**src/rtl/poly_store_control_bram_pkg.sv**
```systemverilog
// Shared definitions for the polynomial load/store controllers: default geometry
// and the common controller state encoding.
package poly_store_control_bram_pkg;

  localparam int NUM_WORDS_DEF = 16;
  localparam int DATA_W_DEF    = 64;
  localparam int ADDR_W_DEF    = 8;
  localparam int SRC_AW_DEF    = 5;

  typedef enum logic [1:0] {
    ST_IDLE  = 2'd0,
    ST_STORE = 2'd1,
    ST_DRAIN = 2'd2,
    ST_DONE  = 2'd3
  } poly_state_e;

endpackage

```
**src/rtl/poly_store_control_bram_skid_fifo.sv**
```systemverilog
// Two-entry FIFO absorbing the accumulator's one-cycle read latency while the
// BRAM write port is stalled.
module poly_store_skid_fifo #(
  parameter int DATA_W = 64
) (
  input  logic              clk,
  input  logic              rst,
  input  logic              push,
  input  logic              pop,
  input  logic [DATA_W-1:0] din,
  output logic [DATA_W-1:0] head,
  output logic [1:0]        count
);

  logic [DATA_W-1:0] mem_r [2];
  logic              wr_ptr_r;
  logic              rd_ptr_r;
  logic [1:0]        count_r;

  // storage, pointers and occupancy; push+pop together leaves count unchanged
  always_ff @(posedge clk) begin
    if (rst) begin
      mem_r[0] <= '0;
      mem_r[1] <= '0;
      wr_ptr_r <= 1'b0;
      rd_ptr_r <= 1'b0;
      count_r  <= 2'd0;
    end else begin
      if (push) begin
        mem_r[wr_ptr_r] <= din;
      end
      wr_ptr_r <= wr_ptr_r ^ push;
      rd_ptr_r <= rd_ptr_r ^ pop;
      count_r  <= count_r + {1'b0, push} - {1'b0, pop};
    end
  end

  assign head  = mem_r[rd_ptr_r];
  assign count = count_r;

endmodule

```
**src/rtl/poly_store_control_bram.sv**
```systemverilog
// Streams a finished polynomial from the accumulator into a stallable BRAM
// write port, one word per cycle, preserving word order.
module poly_store_control_bram
  import poly_store_control_bram_pkg::*;
#(
  parameter int NUM_WORDS = NUM_WORDS_DEF,
  parameter int DATA_W    = DATA_W_DEF,
  parameter int ADDR_W    = ADDR_W_DEF,
  parameter int SRC_AW    = SRC_AW_DEF
) (
  input  logic              clk,
  input  logic              rst,
  input  logic              start,
  input  logic [ADDR_W-1:0] base_addr,
  output logic              src_rd_en,
  output logic [SRC_AW-1:0] src_addr,
  input  logic [DATA_W-1:0] src_data,
  input  logic              bram_gnt,
  output logic              bram_we,
  output logic [ADDR_W-1:0] bram_addr,
  output logic [DATA_W-1:0] bram_din,
  output logic              busy,
  output logic              poly_store_done
);

  localparam int CW = SRC_AW + 1;
  localparam logic [CW-1:0] LAST_CNT = CW'(NUM_WORDS);

  poly_state_e       state_r;
  poly_state_e       state_nxt_s;
  logic [CW-1:0]     rd_cnt_r;
  logic [CW-1:0]     wr_cnt_r;
  logic [ADDR_W-1:0] base_q_r;
  logic              inflight_r;

  logic [1:0]        fifo_count_s;
  logic [DATA_W-1:0] fifo_head_s;
  logic [2:0]        occ_s;
  logic              busy_s;
  logic              accept_s;
  logic              we_s;
  logic              rd_en_s;

  assign busy_s   = (state_r == ST_STORE) || (state_r == ST_DRAIN);
  assign accept_s = start && ((state_r == ST_IDLE) || (state_r == ST_DONE));
  assign occ_s    = {1'b0, fifo_count_s} + {2'b00, inflight_r};
  assign we_s     = !rst && busy_s && bram_gnt && (fifo_count_s != 2'd0);
  // A read is only issued if its data is guaranteed a FIFO slot next cycle
  assign rd_en_s  = !rst && (state_r == ST_STORE) && (rd_cnt_r < LAST_CNT) &&
                    (occ_s < (3'd2 + {2'b00, we_s}));

  // next-state decode
  always_comb begin
    state_nxt_s = state_r;
    case (state_r)
      ST_IDLE: begin
        if (start) state_nxt_s = ST_STORE;
        else       state_nxt_s = ST_IDLE;
      end
      ST_STORE: begin
        if (rd_cnt_r == LAST_CNT) state_nxt_s = ST_DRAIN;
        else                      state_nxt_s = ST_STORE;
      end
      ST_DRAIN: begin
        if (we_s && (wr_cnt_r == (LAST_CNT - CW'(1)))) state_nxt_s = ST_DONE;
        else                                           state_nxt_s = ST_DRAIN;
      end
      ST_DONE: begin
        if (start) state_nxt_s = ST_STORE;
        else       state_nxt_s = ST_DONE;
      end
      default: state_nxt_s = ST_IDLE;
    endcase
  end

  // state, word counters, captured base and read-in-flight flag
  always_ff @(posedge clk) begin
    if (rst) begin
      state_r    <= ST_IDLE;
      rd_cnt_r   <= '0;
      wr_cnt_r   <= '0;
      base_q_r   <= '0;
      inflight_r <= 1'b0;
    end else begin
      state_r    <= state_nxt_s;
      inflight_r <= rd_en_s;
      if (accept_s) begin
        rd_cnt_r <= '0;
        wr_cnt_r <= '0;
        base_q_r <= base_addr;
      end else begin
        if (rd_en_s) rd_cnt_r <= rd_cnt_r + CW'(1);
        if (we_s)    wr_cnt_r <= wr_cnt_r + CW'(1);
      end
    end
  end

  poly_store_skid_fifo #(
    .DATA_W (DATA_W)
  ) u_fifo (
    .clk   (clk),
    .rst   (rst),
    .push  (inflight_r),
    .pop   (we_s),
    .din   (src_data),
    .head  (fifo_head_s),
    .count (fifo_count_s)
  );

  assign src_rd_en       = rd_en_s;
  assign src_addr        = rd_cnt_r[SRC_AW-1:0];
  assign bram_we         = we_s;
  assign bram_addr       = base_q_r + ADDR_W'(wr_cnt_r);
  assign bram_din        = fifo_head_s;
  assign busy            = busy_s;
  assign poly_store_done = (state_r == ST_DONE);

endmodule

```
**config.mk**
```make
export PLATFORM = sky130hd
export DESIGN_NAME = poly_store_control_bram
export DESIGN_NICKNAME = d
export VERILOG_FILES = /design/src/rtl/poly_store_control_bram_pkg.sv /design/src/rtl/poly_store_control_bram_skid_fifo.sv /design/src/rtl/poly_store_control_bram.sv
export SDC_FILE = /design/constraint.sdc
export NUM_CORES = 1
export LEC_CHECK = 0
export ABC_CLOCK_PERIOD_IN_PS = 4260
export CAP_MARGIN = 20
export CELL_PAD_IN_SITES_DETAIL_PLACEMENT = 1
export CELL_PAD_IN_SITES_GLOBAL_PLACEMENT = 2
export CORE_ASPECT_RATIO = 1.1
export CORE_UTILIZATION = 35
export CTS_BUF_LIST = sky130_fd_sc_hd__clkbuf_16
export CTS_CLUSTER_DIAMETER = 120
export DETAILED_ROUTE_END_ITERATION = 8
export GPL_ROUTABILITY_DRIVEN = 1
export GPL_TIMING_DRIVEN = 0
export PLACE_DENSITY_LB_ADDON = 0.2
export SETUP_SLACK_MARGIN = 0.1
export SLEW_MARGIN = 20
export SYNTH_ARGS = -nofsm -noshare
export SYNTH_HDL_FRONTEND = slang
export SYNTH_HIERARCHICAL = 1
export SYNTH_SLANG_ARGS = --single-unit
```
**constraint.sdc**
```tcl
create_clock -name clk -period 4.26 [get_ports clk]
set_clock_uncertainty 0.2 [all_clocks]
set_input_delay 0.852 -clock clk [delete_from_list [all_inputs] [get_ports clk]]
set_output_delay 0.852 -clock clk [all_outputs]
set_load 0.01 [all_outputs]
```
==> impl_summary.txt, run 1 <==
----------------------------------------------------
[Final layout]
  Non-Filler Cell Area, Final ... 9680 sq um
  Area overhead of the layout relative to synthesis ... 35.2%
  Commonest cells after routing, fill and taps aside ... 155 x sky130_fd_sc_hd__clkdlybuf4s50_1, 128 x sky130_fd_sc_hd__edfxtp_1, 77 x sky130_fd_sc_hd__and2_1
  Fill cell instance count of the final layout ... 2033
  Commonest non-fill, non-tap cell in the layout ... sky130_fd_sc_hd__clkdlybuf4s50_1
  Number of nets in the layout ... 793
  Layout cells sized above 1 ... 0.257
  Area of combinational cells with multiple inputs ... 2570 sq um
  Seq. cell area ... 4380 sq um
  Number of antenna repair diodes ... 0

[Yosys]
  Most instantiated flip-flop cell in the synthesis netlist ... sky130_fd_sc_hd__edfxtp_1
  Combined area of all synthesized cells ... 7160 sq um
  Number of flops mapped to enable cells by yosys ... 128
  Count of different cell masters after synthesis ... 50
  Mean instance size in the synthesized netlist ... 13.7 sq um
  Library cell occupying the most area in the post-synthesis netlist ... sky130_fd_sc_hd__edfxtp_1
  Area share of the largest cell type after synthesis ... 0.537
  Share of synthesized registers carrying an async set or reset ... 0
  Nets in the synthesized netlist ... 617
  Post-synthesis sequential area ratio ... 0.612
  Count of warnings emitted by yosys ... 6
  Number of synthesized register bits ... 155
  Number of instances in the synthesized netlist ... 523
  Cells taking the most area after synthesis ... sky130_fd_sc_hd__edfxtp_1 54%, sky130_fd_sc_hd__mux2_2 10%, sky130_fd_sc_hd__dfxtp_1 7.5%

[Placement]
  Final Wtd Congestion ... 0.793
  Cell area reported after detailed placement ... 9100 sq um
  Number of buffers inserted by port buffering ... 155
  HPWL after detailed placement ... 12000 microns

[Floorplanning]
  Chip Width ... 138 microns
  Area of the core region ... 19900 sq um
  Die Height ... 152 microns
  Placement Rows ... 54
  Die area ... 21000 sq um
  Initial core utilization ... 0.359
  Number of top-level pins ... 157

[Route]
  Starting DRC count in detailed routing ... 173
  Number of vias after detailed routing ... 4587
  Drt first pass iters ... 6
  DRC errors left ... 20
  Total Wirelength ... 17200 microns
  Wirelength per Cell ... 17.9 microns
  Number of vias per cell ... 4.76
  Count of antenna-violating nets left after detailed routing ... 0

[Clock network]
  Setup repair bufs after CTS ... 0
  CTS-repair resized insts ... 0
  Number of sinks handled by clock tree synthesis ... 155
  Max H-tree Level ... 4
  CTS root buf ... sky130_fd_sc_hd__clkbuf_16
  CTS tree ... done
  CTS Hold Buffers Added ... 0
  Number of clock buffers inserted by TritonCTS ... 17
  Clock input transition at the sequential cells of the worst setup and hold paths ... 0.07 ns
  Insertion delay of the later-clocked pin in the worst-skew pair ... 0.43 ns
  Maximum clock insertion buffer count ... 2

[Global routing]
  Via count of the first global-routing pass ... 5194
  Global-route usage over all layers ... 0.172
  Wire length of the first global-routing pass ... 27600 microns
  Aggregate global routing overflow ... 0
  Maximum number of pins on one net before global-route repair ... 42
  Initial antenna violation count ... 1

[Pwr]
  Largest vdd supply drop ... 0.274 mV
  Leakage power figure ... 3.70 nW
  Total power per unit cell area ... 379 nW/um^2

[Critical path]
  Start of the worst register-to-register path ... state_r[1]$_SDFF_PP0_
  CP Launch Type ... flip-flop
  CP Data Required Time ... 3.21 ns
  Max Fanout on Critical Path ... 4
  Setup slack of the most critical reg-to-reg path ... 1.82 ns
  Worst setup path startpoint ... wr_cnt_r[0]$_SDFFE_PP0P_
  Nature of the critical path endpoint ... output port
  Reg-to-reg critical path endpoint ... u_fifo/count[0]$_SDFF_PP0_
  Depth of the most critical reg-to-reg path ... 8
  Crit Path Category ... reg -> out
  Termination of the worst setup path ... bram_addr[6]
  Critical path data arrival time ... 2.74 ns

[Outcome]
  Failing checks ... design-rule violations
  Run status ... finished, violations left

[STA]
  Tightest slew margin relative to the limit ... 0.622
  Period Utilization, post-route ... 0.890
  RSZ-0062 raised after global routing ... false
  Max-slew violation total from the final report ... 0
  Final setup violation count ... 0
  Maximum clock rate ... 264 MHz
  Transition at the pin with the smallest max-transition slack ... 0.566 ns
  Final critical-path required period ... 3.79 ns
  Setup TNS ... 0 ns
  Count of final hold-check violations ... 0

[Worst hold path]
  Count of cells along the worst hold path ... 2
  Class of the worst hold path ... reg -> reg
  Hold path startpoint ... base_q_r[4]$_SDFFE_PP0P_

[Job]
  Number of maximum-capacitance violations ... 0

----------------------------------------------------
-- critical path, cell delays in order, from the launching register on --
cell                              delay (ns)
sky130_fd_sc_hd__dfxtp_1                0.36
sky130_fd_sc_hd__ha_1                   0.26
sky130_fd_sc_hd__fa_1                   0.42
sky130_fd_sc_hd__a21oi_1                0.24
sky130_fd_sc_hd__o211ai_1               0.11
sky130_fd_sc_hd__a21oi_1                0.18
sky130_fd_sc_hd__xnor2_1                0.16
sky130_fd_sc_hd__clkdlybuf4s50_1        0.59
-- per-stage QoR --
stage | hold slack, ns | std cells | total power (W) | utilization | worst slack (ns)
3_3_place_gp | 0.246 | 930 | 0.00216 | 0.453 | 0.605
2_1_floorplan | 0.240 | 523 | 0.00194 | - | 1.64
6_report | 0.261 | 964 | 0.00367 | 0.486 | 0.467
3_5_place_dp | 0.257 | 932 | 0.00219 | 0.456 | 0.594
5_1_grt | 0.292 | 964 | 0.00379 | 0.486 | 0.331
4_1_cts | 0.266 | 964 | 0.00371 | 0.486 | 0.450
-- kinds of logic after synthesis --
family / count (synthesis) / share of synthesized area
buf+inv: 42 / 0.0306
compound gates: 34 / 0.0320
fa+ha+maj: 18 / 0.0325
mux: 65 / 0.102
xor+xnor: 12 / 0.0166
flops: 155 / 0.612
simple gates: 197 / 0.174
-- sequential cells by signal (all words and copies together), names as in the netlist --
signal / cells
u_fifo/rd_ptr_r: 1
u_fifo/mem_r: 128
rd_cnt_r: 6
base_q_r: 8
inflight_r: 1
u_fifo/count: 2
state_r: 2
wr_cnt_r: 6
u_fifo/wr_ptr_r: 1
-- cells in the mapped netlist, types with 2 or more instances --
library cell,n
sky130_fd_sc_hd__buf_6,2
sky130_fd_sc_hd__a21o_2,2
sky130_fd_sc_hd__edfxtp_1,128
sky130_fd_sc_hd__nor2b_1,3
sky130_fd_sc_hd__and3_1,2
sky130_fd_sc_hd__o21ai_0,3
sky130_fd_sc_hd__xor2_1,3
sky130_fd_sc_hd__nor3_1,2
sky130_fd_sc_hd__nand3_1,6
sky130_fd_sc_hd__mux2_2,64
sky130_fd_sc_hd__and2_2,53
sky130_fd_sc_hd__ha_1,17
sky130_fd_sc_hd__nor2_1,16
sky130_fd_sc_hd__and2_1,77
sky130_fd_sc_hd__inv_1,11
sky130_fd_sc_hd__a21oi_1,17
sky130_fd_sc_hd__or4_1,2
sky130_fd_sc_hd__xnor2_1,8
sky130_fd_sc_hd__buf_2,7
sky130_fd_sc_hd__clkbuf_2,12
sky130_fd_sc_hd__buf_4,6
sky130_fd_sc_hd__clkbuf_1,4
sky130_fd_sc_hd__nand2_1,21
sky130_fd_sc_hd__nand2b_1,2
sky130_fd_sc_hd__o31ai_1,4
sky130_fd_sc_hd__dfxtp_1,27
-- final cells by class --
class	count	area share
sequential	155	0.453
multi-input combinational	326	0.266
timing repair buffer	157	0.166
clock buffer	17	0.0439
tap	252	0.0326
buffer	31	0.0183
clock inverter	15	0.0168
inverter	11	0.00426
-- layer usage --
metal / track usage / share of wire
met1: 0.192 / 0.40
met2: 0.315 / 0.53
met4: 0.0524 / 0.0099
met3: 0.0501 / 0.067
met5: 0 / 0
-- worst min path at each step --
stage	slack, ns	end
finish	0.26	base_q_r[4]$_SDFFE_PP0P_
global route	0.29	base_q_r[4]$_SDFFE_PP0P_
CTS	0.27	base_q_r[4]$_SDFFE_PP0P_
detailed placement	0.26	base_q_r[4]$_SDFFE_PP0P_
global placement	0.25	base_q_r[0]$_SDFFE_PP0P_
floorplan	0.24	base_q_r[0]$_SDFFE_PP0P_
-- power by group --
| group | internal [W] | leakage (nW) | switching, W |
|---|---|---|---|
| clock | 0.000873 | 0.282 | 0.000645 |
| sequential | 0.00172 | 1.55 | 0.0000268 |
| combinational | 0.000229 | 1.87 | 0.000172 |
No activity file was read; power rests on OpenSTA's default activity.
==> run 2, diff against run 1 <==
- ABC_CLOCK_PERIOD_IN_PS: 4260 -> 3900
- CORE_UTILIZATION: 35 -> 34
- clock period: 4.26 -> 3.9 ns (I/O delays scaled with it)
==> impl_summary.txt, run 2 (same netlist as run 1, synthesis figures left out) <==
----------------------------------------------------
[Pwr]
  Total power per unit cell area ... 409 nW/um^2 (+8.1%)
  Switching power ... 0.000930 W (+10%)
  Cell Int Power ... 0.00304 W (+7.5%)
  Largest vdd supply drop ... 0.292 mV (+6.4%)
  Sw Share ... 0.235 (+0.00442)
  Portion of total power attributed to combinational logic ... 0.109 (about the same)
  Clk network pwr share ... 0.410 (-0.004)
  Tot Pwr ... 0.00396 W (+8.2%)
  Portion of total power attributed to sequential cells ... 0.481 (+0.004)
  Leakage power figure ... 3.71 nW (+0.32%)

[Global routing]
  Via count of the first global-routing pass ... 4994 (-3.9%)
  Wire length of the first global-routing pass ... 26200 microns (-5.2%)
  Initial antenna violation count ... 0 (-1)
  Global-route usage over all layers ... 0.160 (-0.0120)
  Maximum number of pins on one net before global-route repair ... 46 (+9.5%)
  Aggregate global routing overflow ... 0 (unchanged)

[Critical path]
  Max Fanout on Critical Path ... 4 (unchanged)
  Crit Path Category ... reg -> out
  Critical path data arrival time ... 2.65 ns (-0.09 ns)
  CP Launch Type ... flip-flop
  Crit path max-delay cell type ... sky130_fd_sc_hd__clkdlybuf4s50_1
  Cell-by-cell trace of the critical path ... ha_1, fa_1, a21oi_1, o211ai_1, a21oi_1, xnor2_1, clkdlybuf4s50_1
  CP Data Required Time ... 2.92 ns (-0.29 ns)
  Worst path most repeated cell ... sky130_fd_sc_hd__a21oi_1
  Nature of the critical path endpoint ... output port
  Delay of the slowest cell on the worst path ... 0.56 ns (-0.03 ns)

[Final layout]
  Commonest cells after routing, fill and taps aside ... 155 x sky130_fd_sc_hd__clkdlybuf4s50_1, 128 x sky130_fd_sc_hd__edfxtp_1, 77 x sky130_fd_sc_hd__and2_1
  Max reg flops ... 128 (unchanged)
  Layout cells sized above 1 ... 0.258 (+0.00140)
  Number of antenna repair diodes ... 0 (unchanged)
  Area overhead of the layout relative to synthesis ... 35.3% (about the same)
  Registers with the most flip-flops ... u_fifo/mem_r x128, base_q_r x8
  Number of nets in the layout ... 793 (unchanged)
  Commonest non-fill, non-tap cell in the layout ... sky130_fd_sc_hd__clkdlybuf4s50_1
  Non-Filler Cell Area, Final ... 9690 sq um (about the same)
  Register containing the most flip-flops in the final layout ... u_fifo/mem_r

[STA]
  Period Utilization, post-route ... 0.930
  Final critical-path required period ... 3.63 ns
  Max-slew violation total from the final report ... 0 (unchanged)
  Final setup violation count ... 0 (unchanged)
  Tightest slew margin relative to the limit ... 0.638 (+0.0153)
  RSZ-0062 raised after global routing ... false
  Maximum clock rate ... 276 MHz
  Final-layout worst hold slack ... 0.263 ns (+0.00227 ns)
  Transition at the pin with the smallest max-transition slack ... 0.543 ns (-0.0229 ns)
  Setup TNS ... 0 ns (unchanged)
  Count of final hold-check violations ... 0 (unchanged)

[Floorplanning]
  Initial core utilization ... 0.347 (-0.0124)
  Die Height ... 154 microns (+1.4%)
  Number of top-level pins ... 157 (unchanged)
  Area of the core region ... 20600 sq um (+3.6%)
  Chip Width ... 140 microns (+1.4%)
  Die area ... 21600 sq um (+2.9%)
  Placement Rows ... 55 (+1.9%)

[Clock network]
  Clock input transition at the sequential cells of the worst setup and hold paths ... 0.06 ns (about the same)
  Setup repair bufs after CTS ... 0 (unchanged)
  CTS root buf ... sky130_fd_sc_hd__clkbuf_16
  CTS-repair resized insts ... 0 (unchanged)
  Insertion delay of the later-clocked pin in the worst-skew pair ... 0.42 ns (about the same)
  Maximum clock insertion buffer count ... 2 (unchanged)
  Number of sinks handled by clock tree synthesis ... 155 (unchanged)
  Max H-tree Level ... 4 (unchanged)
  Number of clock buffers inserted by TritonCTS ... 17 (unchanged)
  CTS Hold Buffers Added ... 0 (unchanged)
  CTS tree ... done

[Route]
  Count of antenna-violating nets left after detailed routing ... 0 (unchanged)
  Wirelength per Cell ... 17.2 microns (-3.9%)
  Total Wirelength ... 16600 microns (-3.5%)
  DRC errors left ... 0 (-100%)
  Number of vias after detailed routing ... 4602 (+0.33%)
  Starting DRC count in detailed routing ... 130 (-25%)
  Met1 Wirelength ... 6770 microns (-1.3%)
  Met2 WL post-DR ... 8910 microns (-1.7%)
  Number of vias per cell ... 4.75 (about the same)
  Met3 WL ... 801 microns (-30%)
  Drt first pass iters ... 4 (-2)
  Highest signal layer in the routed design ... met4

[Worst hold path]
  Class of the worst hold path ... reg -> reg

[Job]
  Number of maximum-capacitance violations ... 0 (unchanged)

[Placement]
  HPWL after detailed placement ... 11800 microns (-2.0%)
  Final Wtd Congestion ... 0.799 (+0.69%)
  Number of buffers inserted by port buffering ... 155 (unchanged)
  Cell area reported after detailed placement ... 9100 sq um (about the same)

[Outcome]
  Run status ... finished clean

----------------------------------------------------
==> run 2: cell types whose count changed in the layout (fill, tap and decap cells not counted) <==
cell                         previous run  this run
sky130_fd_sc_hd__clkinvlp_4             3         0
sky130_fd_sc_hd__inv_8                  1         4
sky130_fd_sc_hd__clkinv_4               2         4
sky130_fd_sc_hd__inv_6                  5         3
sky130_fd_sc_hd__bufinv_16              2         1
sky130_fd_sc_hd__clkinv_1               1         0
sky130_fd_sc_hd__clkinv_2               0         1
sky130_fd_sc_hd__clkinv_8               0         1
==> run 2: critical path, delay by kind of cell (launching register included) <==
family	cells	cell delay, ns
compound gates	3	0.51
xor+xnor	1	0.14
fa+ha+maj	2	0.67
buf+inv	1	0.56
flops	1	0.35
==> run 2: path summary, 6_finish.rpt <==
| check | startpoint | end | slack [ns] | cells past startpoint |
|---|---|---|---|---|
| setup / recovery | wr_cnt_r[0]$_SDFFE_PP0P_ | bram_addr[6] | 0.27 | 7 |
| setup reg to reg | state_r[0]$_SDFF_PP0_ | u_fifo/count[1]$_SDFF_PP0_ | 1.49 | 9 |
| hold / removal | base_q_r[0]$_SDFFE_PP0P_ | base_q_r[0]$_SDFFE_PP0P_ | 0.26 | 2 |
| hold reg to reg | base_q_r[0]$_SDFFE_PP0P_ | base_q_r[0]$_SDFFE_PP0P_ | 0.26 | 2 |
==> run 2: power by group through the flow <==
stage | Clock (W) | Combinational, W | Sequential, W
after floorplan | 0 | 0.000186 | 0.00194
after global placement | 0 | 0.000421 | 0.00194
after detailed placement | 0 | 0.000439 | 0.00194
after CTS | 0.00168 | 0.000442 | 0.00191
after global routing | 0.00174 | 0.000467 | 0.00192
final | 0.00163 | 0.000432 | 0.00191
==> run 2: layout make-up <==
type	count	area, sq um
Buffer	31	178
Clock buffer	17	425
Clock inverter	15	161
Fill cell	2118	11000
Inverter	11	41.3
Multi-Input combinational cell	326	2570
Sequential cell	155	4380
Tap cell	256	320
Timing Repair Buffer	157	1610
==> run 2: stage by stage <==
step,utilization,setup WS [ns],instances
floorplan,-,1.36,523
global placement,0.438,0.391,934
detailed placement,0.441,0.374,936
CTS,0.469,0.207,968
global route,0.469,0.103,968
finish,0.469,0.271,968
==> run 2: per-layer routing <==
metal,global-route usage,vias to the layer above
met2,0.298,96
met1,0.177,2303
met4,0.0534,0
met3,0.0412,11
met5,0,-
li1,-,2192
==> run 3, diff against run 2 <==
- PLACE_DENSITY_LB_ADDON: 0.2 -> 0.1
==> impl_summary.txt, run 3 (same netlist as run 1, synthesis figures left out) <==
----------------------------------------------------
[Clock network]
  Clock input transition at the sequential cells of the worst setup and hold paths ... 0.06 ns (about the same)
  Number of sinks handled by clock tree synthesis ... 155 (unchanged)
  Max H-tree Level ... 4 (unchanged)
  Setup repair bufs after CTS ... 0 (unchanged)
  CTS root buf ... sky130_fd_sc_hd__clkbuf_16
  CTS Hold Buffers Added ... 0 (unchanged)
  Maximum clock insertion buffer count ... 2 (unchanged)
  CTS tree ... done
  Insertion delay of the later-clocked pin in the worst-skew pair ... 0.43 ns (about the same)
  Number of clock buffers inserted by TritonCTS ... 17 (unchanged)
  CTS-repair resized insts ... 0 (unchanged)

[STA]
  Final critical-path required period ... 3.64 ns (+0.0118 ns)
  Tightest slew margin relative to the limit ... 0.626 (-0.0115)
  Count of final hold-check violations ... 0 (unchanged)
  Setup TNS ... 0 ns (unchanged)
  Period Utilization, post-route ... 0.933 (+0.00302)
  RSZ-0062 raised after global routing ... false
  Max-slew violation total from the final report ... 0 (unchanged)
  Maximum clock rate ... 275 MHz (-0.32%)
  Final setup violation count ... 0 (unchanged)
  Transition at the pin with the smallest max-transition slack ... 0.560 ns (+0.0172 ns)

[Floorplanning]
  Area of the core region ... 20600 sq um (unchanged)
  Chip Width ... 140 microns (unchanged)
  Number of top-level pins ... 157 (unchanged)
  Die area ... 21600 sq um (unchanged)
  Initial core utilization ... 0.347 (unchanged)
  Placement Rows ... 55 (unchanged)
  Die Height ... 154 microns (unchanged)

[Route]
  DRC errors left ... 0 (unchanged)
  Wirelength per Cell ... 17.4 microns (+1.2%)
  Starting DRC count in detailed routing ... 155 (+19%)
  Drt first pass iters ... 4 (unchanged)
  Number of vias per cell ... 4.68 (-1.5%)
  Total Wirelength ... 16800 microns (+1.2%)
  Number of vias after detailed routing ... 4532 (-1.5%)
  Count of antenna-violating nets left after detailed routing ... 0 (unchanged)

[Final layout]
  Max reg flops ... 128 (unchanged)
  Register containing the most flip-flops in the final layout ... u_fifo/mem_r
  Fill cell instance count of the final layout ... 2127 (+0.42%)
  Registers with the most flip-flops ... u_fifo/mem_r x128, base_q_r x8
  Number of antenna repair diodes ... 0 (unchanged)
  Commonest cells after routing, fill and taps aside ... 155 x sky130_fd_sc_hd__clkdlybuf4s50_1, 128 x sky130_fd_sc_hd__edfxtp_1, 77 x sky130_fd_sc_hd__and2_1
  Layout cells sized above 1 ... 0.258 (unchanged)
  Area overhead of the layout relative to synthesis ... 34.8%
  Commonest non-fill, non-tap cell in the layout ... sky130_fd_sc_hd__clkdlybuf4s50_1
  Non-Filler Cell Area, Final ... 9660 sq um (-0.34%)
  Number of nets in the layout ... 793 (unchanged)

[Global routing]
  Initial antenna violation count ... 0 (unchanged)
  Via count of the first global-routing pass ... 4960 (-0.68%)
  Aggregate global routing overflow ... 0 (unchanged)
  Maximum number of pins on one net before global-route repair ... 37 (-20%)
  Wire length of the first global-routing pass ... 26400 microns (+0.90%)
  Global-route usage over all layers ... 0.162 (+0.00199)

[Critical path]
  Crit Path Category ... reg -> out
  Max Fanout on Critical Path ... 4 (unchanged)
  Termination of the worst setup path ... bram_addr[6]
  Worst setup path startpoint ... wr_cnt_r[0]$_SDFFE_PP0P_
  CP Launch Type ... flip-flop
  Depth of the most critical reg-to-reg path ... 8 (-1)
  Start of the worst register-to-register path ... state_r[1]$_SDFF_PP0_
  Nature of the critical path endpoint ... output port
  Critical path data arrival time ... 2.66 ns (about the same)
  Setup slack of the most critical reg-to-reg path ... 1.52 ns (+0.03 ns)
  CP Data Required Time ... 2.92 ns (about the same)
  Reg-to-reg critical path endpoint ... u_fifo/count[0]$_SDFF_PP0_

[Placement]
  Cell area reported after detailed placement ... 9090 sq um (-0.17%)
  Final Wtd Congestion ... 0.767 (-4.0%)
  HPWL after detailed placement ... 11700 microns (-0.88%)
  Number of buffers inserted by port buffering ... 155 (unchanged)

[Pwr]
  Largest vdd supply drop ... 0.336 mV (+15%)
  Total power per unit cell area ... 408 nW/um^2 (-0.30%)
  Leakage power figure ... 3.68 nW (-0.87%)

[Job]
  Number of maximum-capacitance violations ... 0 (unchanged)

[Outcome]
  Run status ... finished clean

[Worst hold path]
  Class of the worst hold path ... reg -> reg

----------------------------------------------------
run 3: worst max-delay path, cell delays in order (launching register included):
cell                              delay [ns]
sky130_fd_sc_hd__dfxtp_1                0.35
sky130_fd_sc_hd__ha_1                   0.25
sky130_fd_sc_hd__fa_1                   0.43
sky130_fd_sc_hd__a21oi_2                0.18
sky130_fd_sc_hd__o211ai_1               0.11
sky130_fd_sc_hd__a21oi_1                0.20
sky130_fd_sc_hd__xnor2_1                0.15
sky130_fd_sc_hd__clkdlybuf4s50_1        0.57
run 3: worst min-delay path by stage:
stage | startpoint | to | slack (ns) | cells after the start
3_3_place_gp | base_q_r[0]$_SDFFE_PP0P_ | base_q_r[0]$_SDFFE_PP0P_ | 0.25 | 2
3_5_place_dp | base_q_r[4]$_SDFFE_PP0P_ | base_q_r[4]$_SDFFE_PP0P_ | 0.26 | 2
6_report | base_q_r[0]$_SDFFE_PP0P_ | base_q_r[0]$_SDFFE_PP0P_ | 0.27 | 2
2_1_floorplan | base_q_r[0]$_SDFFE_PP0P_ | base_q_r[0]$_SDFFE_PP0P_ | 0.24 | 2
5_1_grt | base_q_r[4]$_SDFFE_PP0P_ | base_q_r[4]$_SDFFE_PP0P_ | 0.28 | 2
4_1_cts | base_q_r[4]$_SDFFE_PP0P_ | base_q_r[4]$_SDFFE_PP0P_ | 0.27 | 2
run 3: stage by stage:
step	hold slack, ns	instances	total power (W)	util	setup WS (ns)
detailed placement	0.261	936	0.00238	0.440	0.360
global route	0.285	968	0.00409	0.468	0.120
CTS	0.270	968	0.00399	0.468	0.207
global placement	0.250	934	0.00236	0.438	0.385
finish	0.266	968	0.00394	0.468	0.260
floorplan	0.240	523	0.00212	-	1.36
run 3: where the power goes:
group          internal, W  switching, W
sequential         0.00188     0.0000282
clock             0.000888      0.000713
combinational     0.000247      0.000185
run 3: cell type report:
class / count / area, sq um / area share
sequential: 155 / 4380 / 0.454
multi-input combinational: 326 / 2570 / 0.267
timing repair buffer: 157 / 1590 / 0.165
clock buffer: 17 / 425 / 0.0441
tap: 256 / 320 / 0.0332
buffer: 31 / 178 / 0.0184
clock inverter: 15 / 140 / 0.0145
inverter: 11 / 41.3 / 0.00428
run 3: layer usage:
| layer | global-route usage | wire length [microns] | up-vias |
|---|---|---|---|
| li1 | - | - | 2194 |
| met2 | 0.290 | 8730 | 98 |
| met5 | 0 | 0 | - |
| met1 | 0.187 | 7070 | 2222 |
| met3 | 0.0433 | 807 | 18 |
| met4 | 0.0565 | 225 | 0 |
